$ cat config.mk
export PLATFORM = sky130hd
export DESIGN_NAME = ps2_keycode_decoder
export DESIGN_NICKNAME = d
export VERILOG_FILES = /design/src/rtl/ps2_keycode_decoder.sv
export SDC_FILE = /design/constraint.sdc
export NUM_CORES = 1
export LEC_CHECK = 0
export CAP_MARGIN = 15
export CORE_ASPECT_RATIO = 1.25
export CORE_UTILIZATION = 29
export DETAILED_ROUTE_END_ITERATION = 16
export GPL_TIMING_DRIVEN = 0
export HOLD_SLACK_MARGIN = 0.1
export PLACE_DENSITY = 0.53
export SYNTH_ARGS = -nofsm -noshare
export SYNTH_HDL_FRONTEND = slang
export SYNTH_SLANG_ARGS = --single-unit
export TNS_END_PERCENT = 5
$ cat constraint.sdc
create_clock -name clk -period 3.7 [get_ports clk]
set_input_delay 0.555 -clock clk [delete_from_list [all_inputs] [get_ports clk]]
set_output_delay 0.555 -clock clk [all_outputs]
set_load 0.005 [all_outputs]
$ cat src/rtl/ps2_keycode_decoder.sv
// PS/2 set-2 scancode decoder: prefix FSM, modifier tracking, US shift mapping,
// and a first-word-fall-through event queue for the CPU I/O port.
module ps2_keycode_decoder #(
    parameter int FIFO_DEPTH   = 8,
    parameter bit BREAK_EVENTS = 1'b1,
    parameter bit SHIFT_MAP_EN = 1'b1
) (
    input  logic                        clk,
    input  logic                        rst_n,
    input  logic                        new_in,
    input  logic [7:0]                  in,
    input  logic                        rd_en,
    input  logic                        clr_overflow,
    output logic [9:0]                  out,
    output logic                        valid,
    output logic [$clog2(FIFO_DEPTH):0] count,
    output logic [3:0]                  modifiers,
    output logic                        overflow,
    output logic                        jmpff00
);
    localparam int AW = $clog2(FIFO_DEPTH);
    localparam int CW = AW + 1;
    localparam logic [CW-1:0] FULL_CNT = CW'(FIFO_DEPTH);

    typedef enum logic [2:0] {IDLE, EXT, BRK, EXT_BRK, PAUSE} state_t;
    typedef struct packed {
        logic       released;
        logic       extended;
        logic [7:0] code;
    } event_t;

    // Returns {known, code}; every mapped code is non-zero.
    function automatic logic [8:0] base_lookup(input logic [7:0] sc);
        logic [7:0] c;
        c = 8'd0;
        case (sc)
            8'h1C: c = "a"; 8'h32: c = "b"; 8'h21: c = "c"; 8'h23: c = "d";
            8'h24: c = "e"; 8'h2B: c = "f"; 8'h34: c = "g"; 8'h33: c = "h";
            8'h43: c = "i"; 8'h3B: c = "j"; 8'h42: c = "k"; 8'h4B: c = "l";
            8'h3A: c = "m"; 8'h31: c = "n"; 8'h44: c = "o"; 8'h4D: c = "p";
            8'h15: c = "q"; 8'h2D: c = "r"; 8'h1B: c = "s"; 8'h2C: c = "t";
            8'h3C: c = "u"; 8'h2A: c = "v"; 8'h1D: c = "w"; 8'h22: c = "x";
            8'h35: c = "y"; 8'h1A: c = "z";
            8'h16: c = "1"; 8'h1E: c = "2"; 8'h26: c = "3"; 8'h25: c = "4";
            8'h2E: c = "5"; 8'h36: c = "6"; 8'h3D: c = "7"; 8'h3E: c = "8";
            8'h46: c = "9"; 8'h45: c = "0";
            8'h0E: c = 8'h60; 8'h4E: c = "-"; 8'h55: c = "="; 8'h54: c = "[";
            8'h5B: c = "]"; 8'h5D: c = "\\"; 8'h4C: c = ";"; 8'h52: c = "'";
            8'h41: c = ","; 8'h49: c = "."; 8'h4A: c = "/"; 8'h29: c = " ";
            8'h76: c = 8'd27; 8'h66: c = 8'd8;  8'h0D: c = 8'd9;  8'h5A: c = 8'd10;
            8'h05: c = 8'd11; 8'h06: c = 8'd12; 8'h04: c = 8'd13; 8'h0C: c = 8'd14;
            8'h03: c = 8'd15; 8'h0B: c = 8'd19; 8'h83: c = 8'd20; 8'h0A: c = 8'd21;
            8'h01: c = 8'd22; 8'h09: c = 8'd23; 8'h78: c = 8'd24; 8'h07: c = 8'd25;
            8'h6B: c = 8'd28; 8'h75: c = 8'd29; 8'h74: c = 8'd30; 8'h72: c = 8'd31;
            8'h6C: c = 8'd36; 8'h69: c = 8'd35; 8'h7D: c = 8'd33; 8'h7A: c = 8'd34;
            8'h70: c = 8'd45; 8'h71: c = 8'd46;
            8'h12: c = 8'd16; 8'h59: c = 8'd16; 8'h14: c = 8'd17; 8'h11: c = 8'd18;
            8'h58: c = 8'd20;
            default: c = 8'd0;
        endcase
        return {c != 8'd0, c};
    endfunction

    function automatic logic [7:0] shift_glyph(input logic [7:0] c);
        case (c)
            "1": return "!"; "2": return "@"; "3": return "#"; "4": return "$";
            "5": return "%"; "6": return "^"; "7": return "&"; "8": return "*";
            "9": return "("; "0": return ")"; "-": return "_"; "=": return "+";
            "[": return "{"; "]": return "}"; "\\": return "|"; ";": return ":";
            "'": return "\""; ",": return "<"; ".": return ">"; "/": return "?";
            8'h60: return "~";
            default: return c;
        endcase
    endfunction

    state_t          state_q, state_d;
    logic [2:0]      skip_q, skip_d;
    logic            prev_q, jmp_q, jmp_d;
    logic            shl_q, shl_d, shr_q, shr_d, ctrl_q, ctrl_d, alt_q, alt_d;
    logic            caps_q, caps_d, caps_held_q, caps_held_d;
    logic            overflow_q, overflow_d;
    logic            accept, key, key_rel, key_ext, push, pop, full, do_push, drop;
    logic [8:0]      hit;
    logic [7:0]      glyph;
    event_t          ev;
    event_t          mem [FIFO_DEPTH];
    logic [AW-1:0]   wptr_q, rptr_q;
    logic [CW-1:0]   count_q;

    assign accept = new_in & ~prev_q;

    always_comb begin
        state_d = state_q;
        skip_d  = skip_q;
        jmp_d   = 1'b0;
        key     = 1'b0;
        key_rel = 1'b0;
        key_ext = 1'b0;
        if (accept) begin
            case (state_q)
                IDLE: begin
                    if (in == 8'hE0)      state_d = EXT;
                    else if (in == 8'hF0) state_d = BRK;
                    else if (in == 8'hE1) begin
                        state_d = PAUSE;
                        jmp_d   = 1'b1;
                        skip_d  = 3'd7;
                    end else key = 1'b1;
                end
                EXT: begin
                    if (in == 8'hF0) state_d = EXT_BRK;
                    else begin
                        key     = 1'b1;
                        key_ext = 1'b1;
                        state_d = IDLE;
                    end
                end
                BRK: begin
                    key     = 1'b1;
                    key_rel = 1'b1;
                    state_d = IDLE;
                end
                EXT_BRK: begin
                    key     = 1'b1;
                    key_rel = 1'b1;
                    key_ext = 1'b1;
                    state_d = IDLE;
                end
                PAUSE: begin
                    skip_d = skip_q - 3'd1;
                    if (skip_q == 3'd1) state_d = IDLE;
                end
                default: state_d = IDLE;
            endcase
        end
    end

    // Translation uses modifier state as it stood before this byte.
    always_comb begin
        shl_d       = shl_q;
        shr_d       = shr_q;
        ctrl_d      = ctrl_q;
        alt_d       = alt_q;
        caps_d      = caps_q;
        caps_held_d = caps_held_q;
        push        = 1'b0;
        hit         = base_lookup(in);
        glyph       = hit[7:0];
        if (SHIFT_MAP_EN) begin
            if (glyph >= "a" && glyph <= "z" && ((shl_q | shr_q) ^ caps_q))
                glyph = glyph - 8'd32;
            else if (shl_q | shr_q)
                glyph = shift_glyph(glyph);
        end
        ev = '{released: key_rel, extended: key_ext, code: glyph};
        // E0 12 / E0 59 are the keyboard's fake shifts around extended keys.
        if (key && !(key_ext && (in == 8'h12 || in == 8'h59))) begin
            case (in)
                8'h12: shl_d  = ~key_rel;
                8'h59: shr_d  = ~key_rel;
                8'h14: ctrl_d = ~key_rel;
                8'h11: alt_d  = ~key_rel;
                8'h58: begin
                    caps_held_d = ~key_rel;
                    if (!key_rel && !caps_held_q) caps_d = ~caps_q;
                end
                default: ;
            endcase
            push = hit[8] & (~key_rel | BREAK_EVENTS);
        end
    end

    assign full       = (count_q == FULL_CNT);
    assign pop        = rd_en & (count_q != '0);
    assign do_push    = push & (~full | pop);
    assign drop       = push & full & ~pop;
    assign overflow_d = (overflow_q & ~clr_overflow) | drop;

    always_ff @(posedge clk or negedge rst_n) begin
        if (!rst_n) begin
            state_q     <= IDLE;
            skip_q      <= '0;
            prev_q      <= 1'b0;
            jmp_q       <= 1'b0;
            shl_q       <= 1'b0;
            shr_q       <= 1'b0;
            ctrl_q      <= 1'b0;
            alt_q       <= 1'b0;
            caps_q      <= 1'b0;
            caps_held_q <= 1'b0;
            overflow_q  <= 1'b0;
            wptr_q      <= '0;
            rptr_q      <= '0;
            count_q     <= '0;
        end else begin
            state_q     <= state_d;
            skip_q      <= skip_d;
            prev_q      <= new_in;
            jmp_q       <= jmp_d;
            shl_q       <= shl_d;
            shr_q       <= shr_d;
            ctrl_q      <= ctrl_d;
            alt_q       <= alt_d;
            caps_q      <= caps_d;
            caps_held_q <= caps_held_d;
            overflow_q  <= overflow_d;
            if (do_push) wptr_q <= wptr_q + 1'b1;
            if (pop)     rptr_q <= rptr_q + 1'b1;
            count_q     <= count_q + CW'(do_push) - CW'(pop);
        end
    end

    always_ff @(posedge clk) begin
        if (do_push) mem[wptr_q] <= ev;
    end

    assign valid     = (count_q != '0);
    assign out       = valid ? mem[rptr_q] : 10'd0;
    assign count     = count_q;
    assign modifiers = {caps_q, alt_q, ctrl_q, shl_q | shr_q};
    assign overflow  = overflow_q;
    assign jmpff00   = jmp_q;
endmodule
Yosys cells after proc, flatten, opt, wreduce, memory -nomap -nowiden
Memories as Yosys holds them, arrays and structs flattened. Index checks and enable logic that the tools add are counted.

RAM bits: 80. Logic and storage cells: 134. Bits in read-only memories: 1792. Bits of input ports: 13. Memories kept: 2. Register bits: 25. Output and inout port bits: 21.

Reductions and logical operators: 22. Mux-type cells: 32. Equal/unequal tests: 40. Order comparisons: 2. Add/subtract/negate cells: 6. Bitwise logic cells: 16.

Memory list: (no name shown) (words 256, width 7, read ports 1, clocked after memory_dff 0, write ports 0, line 36) `case (sc)`; mem (words 8, width 10, read ports 1, clocked after memory_dff 0, write ports 1, line 86) `event_t mem [FIFO_DEPTH];`.

Operators by type and width (number): $pmux W8 S21 (1); $eq A8 B6 Y1 const B (17); $eq A8 B7 Y1 const B (6); $eq A8 B5 Y1 const B (3); $eq A8 B8 Y1 const B (3); $mux W3 (7); $mux W1 (16); $mux W8 (2); $mux W10 (1); $reduce_and A2 Y1 (5); $pmux W3 S3 (1); $ge A8 B7 Y1 const B (1); $le A8 B7 Y1 const B (1); $ne A2 B2 Y1 const B (4); $reduce_bool A8 Y1 (1); $sub A8 B6 Y8 const B (1); $add A3 B1 Y3 const B (2); $and A1 B1 Y1 (6); $eq A3 B1 Y1 const B (2); $eq A3 B2 Y1 const B (2); $not A1 Y1 (6); $pmux W3 S2 (1); $reduce_and A3 Y1 (2); $logic_and A1 B1 Y1 (5); other kinds (18) (22).

Longest topological paths before layout
Depth in word-level cells: 11. Depth in mapped cells: 19. Gate-level depth less buffers: 16.

Worst setup path after synthesis
Ideal clock, no wire load.

Path type: in2reg. Start: input port in[0]. End: memory mem[1][0] (netlist bit), enable pin. Data arrival time: 3632 ps. Buffers on the path: 4. Library setup time: 390 ps. Stages on the path: 14. Path slack: -321 ps. Required time: 3310 ps. Path through: clkbuf_1 -> inv_1 -> ha_1 -> clkbuf_1 -> buf_1 -> a21oi_1 -> o211ai_1 -> nand4_1 -> o31ai_4 -> buf_2 -> o41ai_2 -> nor2b_1 -> nand2_1 -> nor3_1.

Cells in the longest elaborated chain, start to end: 11. Elaborated cells between the ends (all ways): 23. Classes of those cells: 5 x eq/ne; 11 x mux; 1 x bitwise; 5 x reduce/logical; 1 x memory.

RTL lines: start: declaration (line 11) `input logic [7:0] in,`; branches (longest 7 deep; another with $mem_v2 Z256 W7); $mux W1 (*) (line 157) `if (key && !(key_ext && (in == 8'h12 || in == 8'h59))) begin`; $and A1 B1 Y1 (*) (line 175) `assign do_push = push & (~full | pop);`; $mux W1 (*) (line 214) `if (do_push) mem[wptr_q] <= ev;`; $mux W1 (implied by the code) (*) (line 214); end: declaration (line 86).

Every way passes the cells marked *.

Worst setup path in the final report
Start: input port in[1]. End: register count_q[1] (netlist: count[1]).

Cells in the longest elaborated chain, start to end: 11. Elaborated cells between the ends (all ways): 23. Classes of those cells: 2 x add/sub; 5 x eq/ne; 9 x mux; 1 x bitwise; 5 x reduce/logical; 1 x memory.

RTL lines: branches (longest 7 deep; another with $mem_v2 Z256 W7); $mux W1 (*) (line 157); $and A1 B1 Y1 (*) (line 175); $add A4 B1 Y4 (*) (line 209) `count_q <= count_q + CW'(do_push) - CW'(pop);`; $sub A4 B1 Y4 (*) (line 209); end signal: assignment (line 209); end: declaration (line 88) `logic [CW-1:0] count_q;`.

Marked as above. A chain may end at the register's enable or synchronous reset.

==> impl_metrics.toml <==
[synth]
synth_top_family_by_area = "compound AO/OA/AOI/OAI gates"
yosys.area_share.adder = 0.0406
synth-xor-area-share = 0.0145
synth_cell_types = 88
synthesis.nets = 625
synth_compound_area_frac = 0.176
synth_cells = 591
synth_mux_area_frac = 0.112
synth-seq-area-share = 0.455
synth_edf_count = 80
synthSimpleGateAreaFrac = 0.147
synth_ff_type = "edfxtp_1"
ys_warn_count = 0
post_synth_instance_area_mm2 = 0.00665
postSynth.asyncResetShare = 0.238
ys_seq_elements = 105
syn_area_per_cell_um2 = 11.3

[clock_tree]
hold_buffers = 0
cts.path.max_buffers = 2
numCtsBuffers = 9
cts_root_buf = "clkbuf_16"
cts_tree = "yes"
clkTransAtPathRegs_ps = 70
clk-insertion-delay-late_ps = 340
cts_max_level = 3
clkSinkCount = 105

[power]
seqPwrFrac = 0.368
p_clk_frac = 0.224
comb_power_share = 0.409
cellPowerDensity_mw_per_mm2 = 476
switching_share = 0.334
worst_ir_drop_vdd_v = 0.000323
p_int_mw = 2.71
p_leak_nw = 3.11
switchingPower_mw = 1.36

[floorplanning]
die_h_um = 171
die_area_mm2 = 0.0236
die_w_um = 137
rows = 61
coreArea_mm2 = 0.0224
ios = 34
initial_core_util = 0.298

[placement]
port_buffers = 33
place_ws_ps = -1790
dp.cells = 907
hpwl_um = 13900
globalplace.congestion = 0.926

[sta]
finalHoldViolCount = 0
tns_ps = 0
setup_viol = 0
fmax_ghz = 0.273
fin_crit_ps = 3660
worst_pin_slew_ps = 977
finalCritPeriodShare = 0.989
holdWs_ps = 486
maxSlewHeadroom = 0.349
finalWorstSetupSlack_ps = 39.3
finalMaxSlewViolations = 0
fin_skew_ps = 11.6

[detailed_routing]
wl_um = 19500
drt_iter0_drc = 322
vias = 5342
wire_per_inst_um = 20.2
via_per_inst = 5.52
drt_drc_violations_left = 0
postRouteAntennaNets = 0
drt-pass1-iter-count = 4

[global_route]
grt_pass1_vias = 5327
gr-usage-all-layers = 0.169
grt_start_max_net_pins = 26
grt_pass1_wl_um = 30200
overflow = 0
antenna_found_initial = 0

[layout]
final_cell_mix = "edfxtp_1, buf_4, nor2_1"
nFillCells = 2171
n_antenna_cell = 0
syn_to_final_growth_pct = 28.5
layout.cells.non_filler = 968
mostFrequentLayoutCell = "edfxtp_1"
ff_latch_area_mm2 = 0.00303
drive_gt1_frac = 0.311
final_util = 0.382
multi_input_area_mm2 = 0.00368
nets = 714

[status]
status = "finished, final reports clean"

[critical_path]
worstPathMaxFanout = 9
timing.rr.start = "prev_q$_DFF_PN0_"
rr_worst_depth = 15
required_ps = 3940
startpoint = "in[1]"
startpoint_type = "input pin"
crit_type = "input pin to flip-flop"
max_stage_delay_ps = 510
crit_buf_inv = 9
timing.critical_path.mode_cell = "ha_4"
setup.worst_path.end_class = "flip-flop"
cp_num_cells = 20
slowest_stage = "fa_2"
cp.arrival_ps = 3900
cp_top_family = "compound AO/OA/AOI/OAI gates"
cp_cell_sequence = "buf_12 > clkinvlp_4 > ha_4 > buf_8 > buf_4 > nand2_1 > nor4_1 > o31ai_1 > o2111a_2 > nand3_4 > o41ai_4 > buf_4 > nor2b_4 > inv_2 > ha_4 > inv_4 > ha_4 > inv_1 > fa_2 > inv_1"

[job]
cap_violations = 0

[min_path]
min_path_type = "input pin to async pin"
-- flip-flops by register name (all words and copies together) (netlist names) --
name	cells
skip_q	3
caps_q	1
overflow	1
shr_q	1
mem	80
state_q	3
rptr_q	3
jmpff00	1
shl_q	1
wptr_q	3
prev_q	1
ctrl_q	1
caps_held_q	1
alt_q	1
count	4
-- kinds of logic (layout without fill, tap and decap cells) --
group | Yosys count | count (layout)
multiplexers | 46 | 46
buffers and inverters | 68 | 162
AO/OA/AOI/OAI | 154 | 154
XOR/XNOR | 11 | 11
flip-flops | 105 | 105
adder cells (fa/ha/maj) | 21 | 21
AND/OR/NAND/NOR | 186 | 186
-- path summary, 6_finish.rpt --
check,to,slack [ps]
min in group clk,caps_held_q$_DFFE_PN0P_,490
setup reg to reg,count[1]$_DFF_PN0_,970
max in group asynchronous,caps_q$_DFFE_PN0P_,2760
hold / removal,jmpff00$_DFF_PN0_,490
hold reg to reg,caps_held_q$_DFFE_PN0P_,490
setup / recovery,count[1]$_DFF_PN0_,40
-- metal layers --
layer	vias to the layer above	global-route usage	part of all wire
met4	0	0.0745	0.038
met1	2645	0.193	0.39
met5	-	0	0
met3	55	0.0209	0.040
li1	2458	-	-
met2	184	0.309	0.53
-- power groups by stage --
stage	logic (mW)	registers, mW	clock network (mW)
2_1_floorplan	0.971	1.49	0
3_3_place_gp	1.49	1.50	0
3_5_place_dp	1.52	1.51	0
4_1_cts	1.60	1.49	0.932
5_1_grt	1.83	1.51	0.978
6_report	1.66	1.50	0.910
-- area by class of cell --
cell class	count	share of cell area
Clock inverter	7	0.00746
Buffer	44	0.0408
Inverter	22	0.0110
Tap cell	283	0.0414
Clock buffer	9	0.0263
Sequential cell	105	0.354
Multi-Input combinational cell	418	0.430
Timing Repair Buffer	80	0.0890
-- synth_stat cells (all sizes together), types with 4 or more instances --
master    n  share of area
nor3b     4         0.0045
xor2      4         0.0053
nand3    15          0.012
o2111ai   4         0.0053
dfrtp    25          0.094
mux2     10          0.018
edfxtp   80           0.36
a32o      4         0.0060
nor2     52          0.030
o221ai    5         0.0066
mux2i    15          0.023
ha       20          0.038
buf      33          0.035
and3      5         0.0047
a211oi    7          0.011
a31oi    14          0.016
clkbuf   13         0.0073
nand2    29          0.016
xnor2     7         0.0092
inv      22          0.012
o211ai    9          0.010
nor4      4         0.0038
a21oi    31          0.025
nand4     6         0.0056
nand2b   21          0.020
nor3     14          0.011
and2      6         0.0056
o311ai    5         0.0066
nor2b    18          0.017
mux4     21          0.071
o21ai    26          0.020
-- per-stage QoR --
step	power, mW	cell area [um2]
after global routing	4.32	8550
final	4.07	8550
after global placement	2.99	7390
after detailed placement	3.02	7390
after CTS	4.03	8080
after floorplan	2.46	6710
-- worst reg2reg max path, stage by stage (launching register included) --
cell	delay, ps
dfrtp_1	360
nand2b_1	130
clkbuf_1	200
nor2_1	170
o21ai_1	100
a21oi_2	210
o41ai_4	110
buf_4	170
nor2b_4	130
inv_2	50
ha_4	210
inv_4	50
ha_4	120
inv_1	60
fa_2	510
inv_1	30
-- timing repair --
item,in CTS,in global routing
pin swaps,14,17
gates resized for setup,68,76
gates cloned,0,0
setup buffers,20,26
endpoints found under the setup margin,155,119
No activity file was read; power rests on OpenSTA's default activity.
